### src/rtl/i2c_byte_sequencer.sv
// I2C master byte sequencer: frames one address byte and one data byte (write or read)
// with START/STOP, driven by the SCL timing block's strobes. Optional macro: I2C_ARB_LOST_EN.
`timescale 1ns/1ps

module i2c_byte_sequencer (
  input  logic       i_clk,
  input  logic       i_rst,
  input  logic       i_start,
  input  logic [6:0] i_addr,
  input  logic       i_rw,
  input  logic [7:0] i_wdata,
  input  logic       i_sda,
  input  logic       i_t_HD_STA_done,
  input  logic       i_t_HD_DAT_done,
  input  logic       i_t_VD_DAT_done,
  output logic [4:0] o_cmd_state,
  output logic       o_sda_oe,
  output logic       o_busy,
  output logic       o_done,
  output logic       o_ack_err,
  output logic [7:0] o_rdata
`ifdef I2C_ARB_LOST_EN
  ,
  output logic       o_arb_lost
`endif
);

  typedef enum logic [4:0] {
    CMD_IDLE          = 5'd0,
    CMD_START         = 5'd1,
    CMD_DATA_TRANSFER = 5'd2,
    CMD_RESTART       = 5'd3,
    CMD_STOP          = 5'd4
  } cmd_e;

  typedef enum logic [2:0] {
    S_IDLE, S_START, S_ADDR, S_ADDR_ACK, S_DATA, S_DATA_ACK, S_STOP
  } state_e;

  state_e     r_state, w_state_nxt;
  cmd_e       r_cmd, w_cmd_nxt;
  logic       r_sda_oe, w_sda_oe_nxt;
  logic       r_busy, w_busy_nxt;
  logic       r_done, w_done_nxt;
  logic       r_ack_err, w_ack_err_nxt;
  logic [7:0] r_rdata, w_rdata_nxt;
  logic [2:0] r_bitcnt, w_bitcnt_nxt;
  logic [7:0] r_shreg, w_shreg_nxt;
  logic       r_rw, w_rw_nxt;
  logic [7:0] r_wdata, w_wdata_nxt;
  logic       w_last_bit;
`ifdef I2C_ARB_LOST_EN
  logic       r_arb_lost, w_arb_lost_nxt;
  logic       w_arb_hit;
`endif

  // Next-state and next-output decode; VD_DAT takes priority over a colliding HD_DAT.
  always_comb begin
    w_state_nxt   = r_state;
    w_sda_oe_nxt  = r_sda_oe;
    w_busy_nxt    = r_busy;
    w_done_nxt    = 1'b0;
    w_ack_err_nxt = r_ack_err;
    w_rdata_nxt   = r_rdata;
    w_bitcnt_nxt  = r_bitcnt;
    w_shreg_nxt   = r_shreg;
    w_rw_nxt      = r_rw;
    w_wdata_nxt   = r_wdata;
    w_cmd_nxt     = CMD_IDLE;
    w_last_bit    = (r_bitcnt == 3'd0);
`ifdef I2C_ARB_LOST_EN
    w_arb_lost_nxt = r_arb_lost;
    w_arb_hit      = i_t_VD_DAT_done && !r_sda_oe && !i_sda &&
                     ((r_state == S_ADDR) || ((r_state == S_DATA) && !r_rw));
`endif

    case (r_state)
      S_IDLE: begin
        if (i_start) begin
          w_shreg_nxt   = {i_addr, i_rw};
          w_rw_nxt      = i_rw;
          w_wdata_nxt   = i_wdata;
          w_ack_err_nxt = 1'b0;
          w_busy_nxt    = 1'b1;
          w_sda_oe_nxt  = 1'b1;
          w_bitcnt_nxt  = 3'd7;
          w_state_nxt   = S_START;
`ifdef I2C_ARB_LOST_EN
          w_arb_lost_nxt = 1'b0;
`endif
        end
      end
      S_START: begin
        if (i_t_HD_STA_done) begin
          w_state_nxt  = S_ADDR;
          w_bitcnt_nxt = 3'd7;
        end
      end
      S_ADDR, S_DATA: begin
        if ((r_state == S_DATA) && r_rw) begin
          if (i_t_VD_DAT_done) begin
            w_rdata_nxt = {r_rdata[6:0], i_sda};
            if (w_last_bit) w_state_nxt = S_DATA_ACK;
            else            w_bitcnt_nxt = r_bitcnt - 3'd1;
          end else if (i_t_HD_DAT_done) begin
            w_sda_oe_nxt = 1'b0;
          end
        end else begin
          if (i_t_VD_DAT_done) begin
            if (w_last_bit) w_state_nxt = (r_state == S_ADDR) ? S_ADDR_ACK : S_DATA_ACK;
            else            w_bitcnt_nxt = r_bitcnt - 3'd1;
          end else if (i_t_HD_DAT_done) begin
            w_sda_oe_nxt = ~r_shreg[r_bitcnt];
          end
        end
      end
      S_ADDR_ACK: begin
        if (i_t_VD_DAT_done) begin
          if (i_sda) begin
            w_ack_err_nxt = 1'b1;
            w_state_nxt   = S_STOP;
          end else begin
            w_state_nxt  = S_DATA;
            w_bitcnt_nxt = 3'd7;
            w_shreg_nxt  = r_wdata;
          end
        end else if (i_t_HD_DAT_done) begin
          w_sda_oe_nxt = 1'b0;
        end
      end
      S_DATA_ACK: begin
        // On a read the master leaves SDA released here, i.e. NACKs the single byte.
        if (i_t_VD_DAT_done) begin
          if (!r_rw && i_sda) w_ack_err_nxt = 1'b1;
          w_state_nxt = S_STOP;
        end else if (i_t_HD_DAT_done) begin
          w_sda_oe_nxt = 1'b0;
        end
      end
      S_STOP: begin
        // SDA is only released once it has been pulled low in this SCL low phase.
        if (i_t_VD_DAT_done) begin
          if (r_sda_oe) begin
            w_sda_oe_nxt = 1'b0;
            w_done_nxt   = 1'b1;
            w_busy_nxt   = 1'b0;
            w_state_nxt  = S_IDLE;
          end
        end else if (i_t_HD_DAT_done) begin
          w_sda_oe_nxt = 1'b1;
        end
      end
      default: w_state_nxt = S_IDLE;
    endcase

`ifdef I2C_ARB_LOST_EN
    // Lost arbitration: another master holds SDA low while we release it; abort silently.
    if (w_arb_hit) begin
      w_arb_lost_nxt = 1'b1;
      w_sda_oe_nxt   = 1'b0;
      w_busy_nxt     = 1'b0;
      w_state_nxt    = S_IDLE;
    end
`endif

    case (w_state_nxt)
      S_START:                                  w_cmd_nxt = CMD_START;
      S_ADDR, S_ADDR_ACK, S_DATA, S_DATA_ACK:   w_cmd_nxt = CMD_DATA_TRANSFER;
      S_STOP:                                   w_cmd_nxt = CMD_STOP;
      default:                                  w_cmd_nxt = CMD_IDLE;
    endcase
  end

  always_ff @(posedge i_clk or posedge i_rst) begin
    if (i_rst) begin
      r_state   <= S_IDLE;
      r_cmd     <= CMD_IDLE;
      r_sda_oe  <= 1'b0;
      r_busy    <= 1'b0;
      r_done    <= 1'b0;
      r_ack_err <= 1'b0;
      r_rdata   <= 8'd0;
      r_bitcnt  <= 3'd7;
      r_shreg   <= 8'd0;
      r_rw      <= 1'b0;
      r_wdata   <= 8'd0;
`ifdef I2C_ARB_LOST_EN
      r_arb_lost <= 1'b0;
`endif
    end else begin
      r_state   <= w_state_nxt;
      r_cmd     <= w_cmd_nxt;
      r_sda_oe  <= w_sda_oe_nxt;
      r_busy    <= w_busy_nxt;
      r_done    <= w_done_nxt;
      r_ack_err <= w_ack_err_nxt;
      r_rdata   <= w_rdata_nxt;
      r_bitcnt  <= w_bitcnt_nxt;
      r_shreg   <= w_shreg_nxt;
      r_rw      <= w_rw_nxt;
      r_wdata   <= w_wdata_nxt;
`ifdef I2C_ARB_LOST_EN
      r_arb_lost <= w_arb_lost_nxt;
`endif
    end
  end

  assign o_cmd_state = r_cmd;
  assign o_sda_oe    = r_sda_oe;
  assign o_busy      = r_busy;
  assign o_done      = r_done;
  assign o_ack_err   = r_ack_err;
  assign o_rdata     = r_rdata;
`ifdef I2C_ARB_LOST_EN
  assign o_arb_lost  = r_arb_lost;
`endif

endmodule

### config.mk
export PLATFORM = sky130hd
export DESIGN_NAME = i2c_byte_sequencer
export DESIGN_NICKNAME = d
export VERILOG_FILES = /design/src/rtl/i2c_byte_sequencer.sv
export SDC_FILE = /design/constraint.sdc
export NUM_CORES = 1
export LEC_CHECK = 0
export ABC_AREA = 1
export BUFFER_PORTS_ARGS = -buffer_cell sky130_fd_sc_hd__buf_2
export CAP_MARGIN = 20
export CORE_UTILIZATION = 34
export DETAILED_ROUTE_END_ITERATION = 6
export MAX_ROUTING_LAYER = met4
export SLEW_MARGIN = 10
export SYNTH_ARGS = -nofsm -noshare
export SYNTH_HDL_FRONTEND = slang
export SYNTH_SLANG_ARGS = --single-unit
export TNS_END_PERCENT = 10
### constraint.sdc
create_clock -name i_clk -period 1.95 [get_ports i_clk]
set_input_delay 0.195 -clock i_clk [delete_from_list [all_inputs] [get_ports i_clk]]
set_output_delay 0.195 -clock i_clk [all_outputs]
set_load 0.01 [all_outputs]
==> qor.yml <==
status:
  status: "finished, final reports clean"
worst_setup_path:
  arrival_ns: 1.82
  worst-r2r-cell-count: 9
  crit_type: "flop to flop"
  r2r_setup_slack_ns: 0.36
  r2r_end: "r_bitcnt[2]$_DFFE_PP1P_"
  cp_max_fo: 7
  cp.required_ns: 2.18
  r2r_start: "r_bitcnt[0]$_DFFE_PP1P_"
  start_kind: "flop"
  end_kind: "flop"
final_layout:
  fillers: 592
  layout-drive-gt1-share_pct: 19.9
  antenna_cells: 0
  nets: 326
  area_delta_synth_final_pct: 16.3
  fin_area_um2: 2310
  fin_util_pct: 41.5
place:
  portBuffers: 37
  globalplace.congestion: 0.943
  placed_area_um2: 2220
  place_hpwl_mm: 3.21
route:
  first_pass_iters: 4
  drc: 0
  route.detailed.vias_per_inst: 4.64
  route.vias.total: 1734
  drt-wirelength-per-cell_um: 11.5
  drt_iter0_markers: 116
  routed_wl_mm: 4.28
  ant_nets: 0
floorplan:
  die_h_um: 78.5
  coreArea_um2: 5570
  ioPinCount: 40
  die_area_um2: 6160
  die_x_um: 78.5
  row_count: 27
  start_util_pct: 35.7
min_path:
  worstHoldPathType: "input pin to asynchronous set/reset pin"
sta:
  hold_viol: 0
  slew_violations: 0
  max_freq_ghz: 0.628
  clock_skew_ns: 0.00416
  fin_crit_sh_pct: 81.7
  fin_crit_ns: 1.59
  rsz0062_at_grt: "no"
  final.setup.tns_ns: 0
  setup_viol: 0
clocking:
  cts_resized: 0
  cts.sinks: 38
  post-cts-setup-buffer-count: 0
  clock_latency_ns: 0.29
  ctsHoldBuffers: 0
  clk_pin_slew_worst_paths_ns: 0.08
  clockBufferDepth: 2
  root_buffer: "clkbuf_8"
  htreeDepth: 2
  cts_made_buffers: 5
  cts_tree: "built"
synth:
  yosys-top-cells-count: "nand2_1 (66), inv_1 (36), dfrtp_1 (35)"
  synth_area_um2: 1990
  async_reset_ff_share_pct: 100
  yosys.area.top_type_share_pct: 44.0
  synthCells: 262
  synth_area_leaders: "dfrtp_1 (44%), nand2_1 (12%), inv_1 (6.8%), o21ai_0 (6.5%), nor2_1 (4.9%)"
  yosys.area.top_type: "dfrtp_1"
  synth_seq_cells: 38
  synth_cell_types: 26
  yosysSeqAreaShare_pct: 48.0
  synth_edf_count: 0
  synth.most_common_cell: "nand2_1"
  postSynthAreaPerCell_um2: 7.60
  yosysWarnings: 0
  synth_ff_type: "dfrtp_1"
pwr:
  p_leak_nw: 1.29
  p_sw_w: 0.00160
  power_frac_comb_pct: 47.1
  p_sw_share_pct: 43.3
  internal_power_w: 0.00209
  p_clk_share_pct: 15.2
  ir_worst_vdd_v: 0.000584
  seq_power_share_pct: 37.7
  power.density_nw_per_um2: 1590
global_route:
  grt_pass1_wl_mm: 7.41
  grt_util_all_layers_pct: 16.0
  grt_pass1_vias: 1631
  grt_max_degree: 39
  grt-ovfl-total: 0
  antenna_found_initial: 0
flow_run:
  cap_violations: 0
## final cells by class
| type | instances | area, µm² | area share (%) |
|---|---|---|---|
| clock buffer | 7 | 86.3 | 3.73 |
| clock inverter | 1 | 5.00 | 0.216 |
| inverter | 39 | 146 | 6.32 |
| multi-input combinational | 177 | 825 | 35.6 |
| sequential | 38 | 955 | 41.2 |
| tap | 72 | 90.1 | 3.89 |
| timing repair buffer | 40 | 208 | 8.97 |
## power by group through the flow
stage	Sequential (W)	Combinational, W	Clock (W)
2_1_floorplan	0.00143	0.00127	0
3_3_place_gp	0.00140	0.00172	0
3_5_place_dp	0.00141	0.00174	0
4_1_cts	0.00139	0.00175	0.000579
5_1_grt	0.00145	0.00203	0.000611
6_report	0.00139	0.00174	0.000560
## placed cells by master, fill, tap and decap left out, types with 3 or more instances in the layout
master / netlist / final
a21oi_1: 16 / 16
buf_2: 3 / 37
buf_4: 2 / 3
clkbuf_8: 0 / 6
dfrtp_1: 35 / 35
dfstp_2: 3 / 3
inv_1: 36 / 36
inv_2: 3 / 3
nand2_1: 66 / 66
nand2_2: 4 / 4
nand3_1: 16 / 16
nand3b_1: 3 / 3
nand4_1: 3 / 3
nor2_1: 26 / 26
o21ai_0: 26 / 26
o21ai_1: 6 / 6
## registers in the layout (all words and copies together) (netlist names)
| signal | flops |
|---|---|
| r_shreg | 8 |
| o_busy | 1 |
| o_done | 1 |
| r_wdata | 8 |
| o_sda_oe | 1 |
| o_cmd_state | 3 |
| o_rdata | 8 |
| r_bitcnt | 3 |
| r_state | 3 |
| o_ack_err | 1 |
| r_rw | 1 |
## cell families after synthesis
kind of cell | Yosys count | share of synthesized area, %
buf+inv | 48 | 10.8
simple gates | 122 | 26.0
compound gates | 50 | 13.3
xor+xnor | 1 | 0.440
flops | 38 | 48.0
fa+ha+maj | 2 | 1.26
other cells | 1 | 0.188
## worst max-delay path, cell delays in order, from the launching register on
cell	delay, ns
dfstp_2	0.58
inv_1	0.12
ha_1	0.21
inv_1	0.05
nor2_1	0.04
nor2_1	0.08
o21ai_1	0.10
nor2_1	0.18
o21ai_0	0.11
nand2_1	0.07
## worst max-delay path by stage
stage	startpoint	end	cells after the start
floorplan	r_bitcnt[0]$_DFFE_PP1P_	r_state[0]$_DFF_PP0_	7
global placement	r_bitcnt[0]$_DFFE_PP1P_	r_bitcnt[2]$_DFFE_PP1P_	9
detailed placement	r_bitcnt[0]$_DFFE_PP1P_	r_state[0]$_DFF_PP0_	7
CTS	r_bitcnt[0]$_DFFE_PP1P_	r_bitcnt[2]$_DFFE_PP1P_	9
global route	r_bitcnt[0]$_DFFE_PP1P_	r_bitcnt[2]$_DFFE_PP1P_	9
finish	r_bitcnt[0]$_DFFE_PP1P_	r_bitcnt[2]$_DFFE_PP1P_	9
## metrics by stage
step	total power (W)	hold WS, ns	std cells	worst slack [ns]
after floorplan	0.00270	0.332	263	0.476
after global placement	0.00312	0.341	366	0.401
after detailed placement	0.00315	0.342	366	0.377
after CTS	0.00372	0.0306	374	0.359
after global routing	0.00409	0.0569	374	0.171
final	0.00369	0.0124	374	0.356
## layer usage
layer | GRT usage (%) | vias up | wire, µm
met4 | 6.11 | 0 | 58
met2 | 24.8 | 25 | 2040
li1 | - | 895 | -
met5 | - | - | 0
met3 | 2.91 | 5 | 116
met1 | 20.7 | 809 | 2070
(Power assumes the default switching activity.)
